### config.mk
export PLATFORM = sky130hd
export DESIGN_NAME = id_ex_stage_flat
export DESIGN_NICKNAME = d
export VERILOG_FILES = /design/src/rtl/riscv_pkg.sv /design/src/rtl/id_ex_stage_if.sv /design/src/rtl/id_ex_stage_hazard_detect.sv /design/src/rtl/id_ex_stage.sv /design/src/flat_wrapper.sv
export SDC_FILE = /design/constraint.sdc
export NUM_CORES = 1
export LEC_CHECK = 0
export CORE_AREA = 2 2 175 177
export CTS_CLUSTER_SIZE = 12
export DETAILED_ROUTE_END_ITERATION = 6
export DIE_AREA = 0 0 177 179
export PLACE_DENSITY = 0.74
export SLEW_MARGIN = 20
export SYNTH_ARGS = -nofsm -noshare
export SYNTH_HDL_FRONTEND = slang
export SYNTH_HIERARCHICAL = 1
export SYNTH_SLANG_ARGS = --single-unit
### constraint.sdc
create_clock -name clk -period 2.6 [get_ports clk]
set_input_delay 0.52 -clock clk [delete_from_list [all_inputs] [get_ports clk]]
set_output_delay 0.52 -clock clk [all_outputs]
set_load 0.01 [all_outputs]
### src/rtl/riscv_pkg.sv
// Shared RV32I core types: decoder control bundle, result-source encodings, opcodes.
package riscv_pkg;

  localparam int ALUCTRL_W = 5;

  localparam logic [1:0] RES_ALU = 2'b00;
  localparam logic [1:0] RES_MEM = 2'b01;
  localparam logic [1:0] RES_PC4 = 2'b10;
  localparam logic [1:0] RES_IMM = 2'b11;

  localparam logic [6:0] OP_LOAD   = 7'b0000011;
  localparam logic [6:0] OP_STORE  = 7'b0100011;
  localparam logic [6:0] OP_RTYPE  = 7'b0110011;
  localparam logic [6:0] OP_ITYPE  = 7'b0010011;
  localparam logic [6:0] OP_BRANCH = 7'b1100011;
  localparam logic [6:0] OP_JAL    = 7'b1101111;
  localparam logic [6:0] OP_JALR   = 7'b1100111;
  localparam logic [6:0] OP_LUI    = 7'b0110111;
  localparam logic [6:0] OP_AUIPC  = 7'b0010111;

  typedef struct packed {
    logic                 regWrite;
    logic                 memWrite;
    logic                 jump;
    logic                 branch;
    logic                 aluSrc;
    logic [ALUCTRL_W-1:0] aluControl;
    logic [1:0]           resultSrc;
  } ctrl_t;

endpackage

### src/rtl/id_ex_stage_if.sv
// D-stage inputs, E-stage register outputs and stall/flush controls of the ID/EX boundary.
interface id_ex_stage_if #(
  parameter int XLEN  = 32,
  parameter int CNT_W = 32
) ();

  logic              validD;
  riscv_pkg::ctrl_t  ctrlD;
  logic [2:0]        funct3D;
  logic [4:0]        rs1D, rs2D, rdD;
  logic [XLEN-1:0]   rd1D, rd2D, immExtD, pcD, pcPlus4D;
  logic              pcSrcE;
  logic              memBusyM;

  riscv_pkg::ctrl_t  ctrlE;
  logic [2:0]        funct3E;
  logic [4:0]        rs1E, rs2E, rdE;
  logic [XLEN-1:0]   rd1E, rd2E, immExtE, pcE, pcPlus4E;
  logic              validE;
  logic              stallF, stallD, flushD;
  logic [CNT_W-1:0]  bubbleCnt, flushCnt;

  modport master (
    output validD, ctrlD, funct3D, rs1D, rs2D, rdD, rd1D, rd2D, immExtD, pcD, pcPlus4D,
           pcSrcE, memBusyM,
    input  ctrlE, funct3E, rs1E, rs2E, rdE, rd1E, rd2E, immExtE, pcE, pcPlus4E, validE,
           stallF, stallD, flushD, bubbleCnt, flushCnt
  );

  modport slave (
    input  validD, ctrlD, funct3D, rs1D, rs2D, rdD, rd1D, rd2D, immExtD, pcD, pcPlus4D,
           pcSrcE, memBusyM,
    output ctrlE, funct3E, rs1E, rs2E, rdE, rd1E, rd2E, immExtE, pcE, pcPlus4E, validE,
           stallF, stallD, flushD, bubbleCnt, flushCnt
  );

endinterface

### src/rtl/id_ex_stage_hazard_detect.sv
// Load-use detector: a load in E whose destination is read by the instruction in D.
module hazard_detect
  import riscv_pkg::*;
(
  input  logic       i_validD,
  input  logic [4:0] i_rs1D,
  input  logic [4:0] i_rs2D,
  input  logic       i_validE,
  input  logic       i_regWriteE,
  input  logic [1:0] i_resultSrcE,
  input  logic [4:0] i_rdE,
  output logic       o_load_use
);

  logic w_e_is_load;
  logic w_src_match;

  assign w_e_is_load = i_validE & i_regWriteE & (i_resultSrcE == RES_MEM) & (i_rdE != 5'd0);
  // rs2 is compared even for formats without rs2; a spurious bubble is harmless
  assign w_src_match = (i_rdE == i_rs1D) | (i_rdE == i_rs2D);
  assign o_load_use  = w_e_is_load & i_validD & w_src_match;

endmodule

### src/rtl/id_ex_stage.sv
// ID/EX pipeline register with stall/flush priority (mem busy > redirect > load-use)
// and saturating bubble/flush performance counters.
module id_ex_stage
  import riscv_pkg::*;
#(
  parameter int XLEN  = 32,
  parameter int CNT_W = 32
) (
  input logic           clk,
  input logic           rst_n,
  id_ex_stage_if.slave  bus
);

  logic w_load_use;
  logic w_stall;
  logic w_flush;
  logic w_take_d;
  logic w_lu_bubble;

  ctrl_t            r_ctrl;
  logic [2:0]       r_funct3;
  logic [4:0]       r_rs1, r_rs2, r_rd;
  logic [XLEN-1:0]  r_rd1, r_rd2, r_imm, r_pc, r_pc4;
  logic             r_valid;
  logic [CNT_W-1:0] r_bubble_cnt, r_flush_cnt;

  hazard_detect u_hazard (
    .i_validD     (bus.validD),
    .i_rs1D       (bus.rs1D),
    .i_rs2D       (bus.rs2D),
    .i_validE     (r_valid),
    .i_regWriteE  (r_ctrl.regWrite),
    .i_resultSrcE (r_ctrl.resultSrc),
    .i_rdE        (r_rd),
    .o_load_use   (w_load_use)
  );

  always_comb begin
    w_stall = 1'b0;
    w_flush = 1'b0;
    if (bus.memBusyM) begin
      w_stall = 1'b1;
    end else if (bus.pcSrcE) begin
      w_flush = 1'b1;
    end else if (w_load_use) begin
      w_stall = 1'b1;
    end
  end

  assign w_lu_bubble = w_stall & ~bus.memBusyM;
  assign w_take_d    = ~bus.memBusyM & ~w_flush & ~w_stall & bus.validD;

  always_ff @(posedge clk or negedge rst_n) begin
    if (!rst_n) begin
      r_ctrl   <= '0;
      r_funct3 <= '0;
      r_rs1    <= '0;
      r_rs2    <= '0;
      r_rd     <= '0;
      r_rd1    <= '0;
      r_rd2    <= '0;
      r_imm    <= '0;
      r_pc     <= '0;
      r_pc4    <= '0;
      r_valid  <= 1'b0;
    end else if (!bus.memBusyM) begin
      // Data fields follow D even into a bubble; only control and valid are squashed
      r_funct3 <= bus.funct3D;
      r_rs1    <= bus.rs1D;
      r_rs2    <= bus.rs2D;
      r_rd     <= bus.rdD;
      r_rd1    <= bus.rd1D;
      r_rd2    <= bus.rd2D;
      r_imm    <= bus.immExtD;
      r_pc     <= bus.pcD;
      r_pc4    <= bus.pcPlus4D;
      r_valid  <= w_take_d;
      r_ctrl   <= w_take_d ? bus.ctrlD : '0;
    end
  end

  always_ff @(posedge clk or negedge rst_n) begin
    if (!rst_n) begin
      r_bubble_cnt <= '0;
      r_flush_cnt  <= '0;
    end else begin
      if (w_lu_bubble && (r_bubble_cnt != {CNT_W{1'b1}})) begin
        r_bubble_cnt <= r_bubble_cnt + CNT_W'(1);
      end
      if (w_flush && (r_flush_cnt != {CNT_W{1'b1}})) begin
        r_flush_cnt <= r_flush_cnt + CNT_W'(1);
      end
    end
  end

  assign bus.ctrlE     = r_ctrl;
  assign bus.funct3E   = r_funct3;
  assign bus.rs1E      = r_rs1;
  assign bus.rs2E      = r_rs2;
  assign bus.rdE       = r_rd;
  assign bus.rd1E      = r_rd1;
  assign bus.rd2E      = r_rd2;
  assign bus.immExtE   = r_imm;
  assign bus.pcE       = r_pc;
  assign bus.pcPlus4E  = r_pc4;
  assign bus.validE    = r_valid;
  assign bus.stallF    = w_stall;
  assign bus.stallD    = w_stall;
  assign bus.flushD    = w_flush;
  assign bus.bubbleCnt = r_bubble_cnt;
  assign bus.flushCnt  = r_flush_cnt;

endmodule

### src/flat_wrapper.sv
// flat-port wrapper written by rule: the top's interface ports become plain ports
module id_ex_stage_flat import riscv_pkg::*;
#(
  parameter int XLEN  = 32,
  parameter int CNT_W = 32
)
  (clk, rst_n, bus_validD, bus_ctrlD, bus_funct3D, bus_rs1D, bus_rs2D, bus_rdD, bus_rd1D, bus_rd2D, bus_immExtD, bus_pcD, bus_pcPlus4D, bus_pcSrcE, bus_memBusyM, bus_ctrlE, bus_funct3E, bus_rs1E, bus_rs2E, bus_rdE, bus_rd1E, bus_rd2E, bus_immExtE, bus_pcE, bus_pcPlus4E, bus_validE, bus_stallF, bus_stallD, bus_flushD, bus_bubbleCnt, bus_flushCnt);
  id_ex_stage_if #(.XLEN(XLEN), .CNT_W(CNT_W)) bus_i ();
  input logic clk;
  input logic rst_n;
  input wire logic [$bits(bus_i.validD)-1:0] bus_validD;
  input wire logic [$bits(bus_i.ctrlD)-1:0] bus_ctrlD;
  input wire logic [$bits(bus_i.funct3D)-1:0] bus_funct3D;
  input wire logic [$bits(bus_i.rs1D)-1:0] bus_rs1D;
  input wire logic [$bits(bus_i.rs2D)-1:0] bus_rs2D;
  input wire logic [$bits(bus_i.rdD)-1:0] bus_rdD;
  input wire logic [$bits(bus_i.rd1D)-1:0] bus_rd1D;
  input wire logic [$bits(bus_i.rd2D)-1:0] bus_rd2D;
  input wire logic [$bits(bus_i.immExtD)-1:0] bus_immExtD;
  input wire logic [$bits(bus_i.pcD)-1:0] bus_pcD;
  input wire logic [$bits(bus_i.pcPlus4D)-1:0] bus_pcPlus4D;
  input wire logic [$bits(bus_i.pcSrcE)-1:0] bus_pcSrcE;
  input wire logic [$bits(bus_i.memBusyM)-1:0] bus_memBusyM;
  output wire logic [$bits(bus_i.ctrlE)-1:0] bus_ctrlE;
  output wire logic [$bits(bus_i.funct3E)-1:0] bus_funct3E;
  output wire logic [$bits(bus_i.rs1E)-1:0] bus_rs1E;
  output wire logic [$bits(bus_i.rs2E)-1:0] bus_rs2E;
  output wire logic [$bits(bus_i.rdE)-1:0] bus_rdE;
  output wire logic [$bits(bus_i.rd1E)-1:0] bus_rd1E;
  output wire logic [$bits(bus_i.rd2E)-1:0] bus_rd2E;
  output wire logic [$bits(bus_i.immExtE)-1:0] bus_immExtE;
  output wire logic [$bits(bus_i.pcE)-1:0] bus_pcE;
  output wire logic [$bits(bus_i.pcPlus4E)-1:0] bus_pcPlus4E;
  output wire logic [$bits(bus_i.validE)-1:0] bus_validE;
  output wire logic [$bits(bus_i.stallF)-1:0] bus_stallF;
  output wire logic [$bits(bus_i.stallD)-1:0] bus_stallD;
  output wire logic [$bits(bus_i.flushD)-1:0] bus_flushD;
  output wire logic [$bits(bus_i.bubbleCnt)-1:0] bus_bubbleCnt;
  output wire logic [$bits(bus_i.flushCnt)-1:0] bus_flushCnt;
  assign bus_i.validD = bus_validD;
  assign bus_i.ctrlD = bus_ctrlD;
  assign bus_i.funct3D = bus_funct3D;
  assign bus_i.rs1D = bus_rs1D;
  assign bus_i.rs2D = bus_rs2D;
  assign bus_i.rdD = bus_rdD;
  assign bus_i.rd1D = bus_rd1D;
  assign bus_i.rd2D = bus_rd2D;
  assign bus_i.immExtD = bus_immExtD;
  assign bus_i.pcD = bus_pcD;
  assign bus_i.pcPlus4D = bus_pcPlus4D;
  assign bus_i.pcSrcE = bus_pcSrcE;
  assign bus_i.memBusyM = bus_memBusyM;
  assign bus_ctrlE = bus_i.ctrlE;
  assign bus_funct3E = bus_i.funct3E;
  assign bus_rs1E = bus_i.rs1E;
  assign bus_rs2E = bus_i.rs2E;
  assign bus_rdE = bus_i.rdE;
  assign bus_rd1E = bus_i.rd1E;
  assign bus_rd2E = bus_i.rd2E;
  assign bus_immExtE = bus_i.immExtE;
  assign bus_pcE = bus_i.pcE;
  assign bus_pcPlus4E = bus_i.pcPlus4E;
  assign bus_validE = bus_i.validE;
  assign bus_stallF = bus_i.stallF;
  assign bus_stallD = bus_i.stallD;
  assign bus_flushD = bus_i.flushD;
  assign bus_bubbleCnt = bus_i.bubbleCnt;
  assign bus_flushCnt = bus_i.flushCnt;
  id_ex_stage #(.XLEN(XLEN), .CNT_W(CNT_W)) u_core (.clk(clk), .rst_n(rst_n), .bus(bus_i));
endmodule
==> impl_metrics.env <==
export IMPL_status="finished with violations"
export IMPL_failed_checks="setup timing"
export IMPL_cts_root_buf="clkbuf_16"
export IMPL_async_flop_share=1.00
export IMPL_fp_row_count=64
export IMPL_r2r_start="u_core/bus.rdE[4]$_DFFE_PN0N_"
export IMPL_fill_cells=2489
export IMPL_netlist_area_sq_um=10400
export IMPL_final_cell_mix="448 x clkdlybuf4s50_1, 252 x dfrtp_1, 179 x mux2_2"
export IMPL_dieArea_sq_um=31700
export IMPL_post_place_ws_ps=-586
export IMPL_grt_pass1_vias=8044
export IMPL_start_util=0.346
export IMPL_synthTopCellsByArea="dfrtp_1 61%, mux2_2 19%, xnor2_1 4.4%"
export IMPL_holdPathStages=2
export IMPL_grt_pass1_wl_um=45900
export IMPL_syn_instance_count=733
export IMPL_p_sw_frac=0.242
export IMPL_final_cell_count_no_fill=1633
export IMPL_port_buffers=452
export IMPL_dp_hpwl_um=22800
export IMPL_p_int_mw=7.92
export IMPL_placed_cells=1577
export IMPL_path_buf_inv=1
export IMPL_end_kind="primary output"
export IMPL_yosysWarnings=6
export IMPL_drtAntennaViolNets=0
export IMPL_critical_path_class="flop to primary output"
export IMPL_drt_iter0_drc=377
export IMPL_worst_path_dominant_cell_family="simple AND/OR/NAND/NOR gates"
export IMPL_clkSinkCount=255
export IMPL_drt_first_pass_iters=5
export IMPL_hold_viol_final=0
export IMPL_finalWirelength_um=30900
export IMPL_slew_violations=0
export IMPL_ys_ff_latch=255
export IMPL_min_from="bus_memBusyM"
export IMPL_syn_num_nets=930
export IMPL_htree_levels=1
export IMPL_relSlewSlack=0.339
export IMPL_combinationalPowerShare=0.176
export IMPL_io_pin_count=453
export IMPL_leakage_nw=6.85
export IMPL_area_delta_synth_final_pct=60.0
export IMPL_crit_required_ps=2080
export IMPL_min_period_ps=2640
export IMPL_setup_viol=2
export IMPL_final_nets=1413
export IMPL_hold_path_class="input port to flop"
export IMPL_grt_max_degree=146
export IMPL_fp_dieW_um=177
export IMPL_ff2ff_setup_slack_ps=10
export IMPL_vias_per_cell=4.78
export IMPL_grt_util_all_layers=0.185
export IMPL_worstMarginPinSlew_ps=992
export IMPL_cp_max_fo=4
export IMPL_coreArea_sq_um=30000
export IMPL_drive_gt1_frac=0.234
export IMPL_path_cells="or4_4, o211ai_2, a21oi_2, a21o_1, buf_2"
export IMPL_antenna_found_initial=1
export IMPL_max_vdd_ir_drop_mv=0.570
export IMPL_power_frac_seq=0.434
export IMPL_synth_top_cell_area_share=0.615
export IMPL_drc=0
export IMPL_switchingPower_mw=2.53
export IMPL_die_height_um=179
export IMPL_worstReg2RegEnd="u_core/bus.bubbleCnt[30]$_DFFE_PN0P_"
export IMPL_route_detailed_wl_per_inst_um=18.9
export IMPL_insertedDiodeCount=0
export IMPL_reg2reg_depth=9
export IMPL_fin_crit_sh=1.01
export IMPL_maxCapViolations=0
export IMPL_power_density_nw_per_um2=629
export IMPL_fin_ws_ps=-35.1
export IMPL_startpoint_type="flop"
export IMPL_layout_commonest_cell="clkdlybuf4s50_1"
export IMPL_synth_top_cell_by_area="dfrtp_1"
export IMPL_synth_edf_count=0
export IMPL_cts_buffers_inserted=29
export IMPL_min_to="u_core/bus.rdE[2]$_DFFE_PN0N_"
export IMPL_yosysSeqAreaShare=0.615
export IMPL_fin_skew_ps=18.3
export IMPL_cts_path_max_buffers=3
export IMPL_gr_total_overflow=0
export IMPL_gp_congestion=0.821
export IMPL_crit_slowest_cell="or4_4"
export IMPL_clock_latency_ps=550
export IMPL_rsz0062_at_grt="true"
export IMPL_critPathMaxStageDelay_ps=530
export IMPL_cts_tree="done"
export IMPL_fmax_ghz=0.379
export IMPL_synth_ff_type="dfrtp_1"
export IMPL_synth_avg_cell_area_sq_um=14.2
export IMPL_num_vias=7802
export IMPL_clk_pin_slew_ps=60
export IMPL_yosys_cell_types_count=48
export IMPL_p_clk_frac=0.390
export IMPL_arrival_ps=2120
## cell families (layout without fill, tap and decap cells)
| group | after synthesis | in the layout | share of synthesized area |
|---|---|---|---|
| buffers and inverters | 38 | 542 | 0.0143 |
| AOI/OAI and AO/OA | 24 | 24 | 0.0188 |
| muxes | 181 | 181 | 0.196 |
| adders and majority gates | 2 | 2 | 0.00241 |
| and+or+nand+nor | 165 | 165 | 0.0960 |
| xor gates and xnor gates | 68 | 68 | 0.0574 |
| DFF | 255 | 255 | 0.615 |
## power by group through the flow
| stage | Clock (mW) | Sequential [mW] | Combinational [mW] |
|---|---|---|---|
| global route | 4.38 | 4.58 | 1.95 |
| global placement | 0 | 4.58 | 1.82 |
| CTS | 4.20 | 4.53 | 1.86 |
| detailed placement | 0 | 4.60 | 1.84 |
| floorplan | 0 | 4.73 | 0.449 |
| finish | 4.07 | 4.53 | 1.84 |
## cell type report
cell class | instances | area (sq um) | share of cell area
multi-input cells | 440 | 3930 | 0.236
clock buffers | 45 | 896 | 0.0539
repair buffers | 484 | 4810 | 0.290
inverters | 6 | 22.5 | 0.00136
clock inverters | 7 | 76.3 | 0.00460
flip-flops and latches | 255 | 6380 | 0.384
well taps | 396 | 495 | 0.0298
## flip-flops by register name (all words and copies together) (netlist names)
signal / flops
u_core/bus.pcPlus4E: 32
u_core/bus.rd1E: 32
u_core/bus.funct3E: 3
u_core/bus.rdE: 5
u_core/bus.rd2E: 32
u_core/bus.immExtE: 32
u_core/bus.bubbleCnt: 32
u_core/bus.validE: 1
u_core/bus.rs1E: 5
u_core/bus.ctrlE: 12
u_core/bus.rs2E: 5
u_core/bus.pcE: 32
u_core/bus.flushCnt: 32
## worst max path at each step
| stage | cells past startpoint | startpoint | end | slack [ps] |
|---|---|---|---|---|
| 6_report | 5 | u_core/bus.rdE[2]$_DFFE_PN0N_ | bus_stallF | -40 |
| 2_1_floorplan | 9 | bus_rs2D[2] | u_core/bus.bubbleCnt[24]$_DFFE_PN0P_ | 150 |
| 5_1_grt | 9 | u_core/bus.rdE[4]$_DFFE_PN0N_ | u_core/bus.bubbleCnt[30]$_DFFE_PN0P_ | -70 |
| 3_3_place_gp | 10 | bus_rs2D[2] | u_core/bus.bubbleCnt[24]$_DFFE_PN0P_ | -490 |
| 4_1_cts | 5 | u_core/bus.rdE[2]$_DFFE_PN0N_ | bus_stallF | -30 |
| 3_5_place_dp | 10 | bus_rs2D[2] | u_core/bus.bubbleCnt[24]$_DFFE_PN0P_ | -590 |
## repair_timing
action | 4_1_cts | 5_1_grt
resized for setup | 12 | 14
pin swaps | 1 | 7
endpoints found under the setup margin | 6 | 9
hold endpoints to repair | 67 | 0
hold buffers | 1 | 0
buffers inserted | 2 | 1
## worst reg2reg max path, delay by kind of cell, from the launching register on
family	cells	cell delay, ps
simple gates	6	1470
compound gates	1	220
flops	1	450
xor+xnor	2	360
## metrics by stage
| step | hold slack [ps] | setup TNS (ps) | area (sq um) | power (mW) | util |
|---|---|---|---|---|---|
| floorplan | 224 | 0 | 10400 | 5.18 | - |
| global placement | 485 | -10150 | 15500 | 6.40 | 0.517 |
| detailed placement | 483 | -12310 | 15500 | 6.44 | 0.517 |
| CTS | 287 | -60.0 | 16500 | 10.6 | 0.551 |
| global route | 303 | -229 | 16600 | 10.9 | 0.553 |
| finish | 310 | -69.2 | 16600 | 10.4 | 0.553 |
## cells in the mapped netlist, types with 2 or more instances
cell,count
or4_1,3
clkbuf_1,28
a21oi_1,5
o31ai_1,2
xor2_1,16
xnor2_1,52
and4_1,8
dfrtp_1,255
nand3_2,2
nand3_1,27
nor3_1,9
and3_2,5
nand2b_1,2
a22o_1,12
and2_1,10
nand4_1,30
nor4_1,2
nor2_1,15
ha_1,2
and3_1,14
nand2_1,23
buf_2,2
mux2_2,179
inv_1,5
a21o_1,2
## per-layer routing
metal  track usage  vias to the layer above  part of all wire
li1              -                     3589                 -
met1         0.217                     3833              0.38
met2         0.315                      313              0.50
met3        0.0615                       65             0.085
met4        0.0699                        2             0.038
met5             0                        -           0.00042
Note: power is estimated with default switching activity, not from simulation.
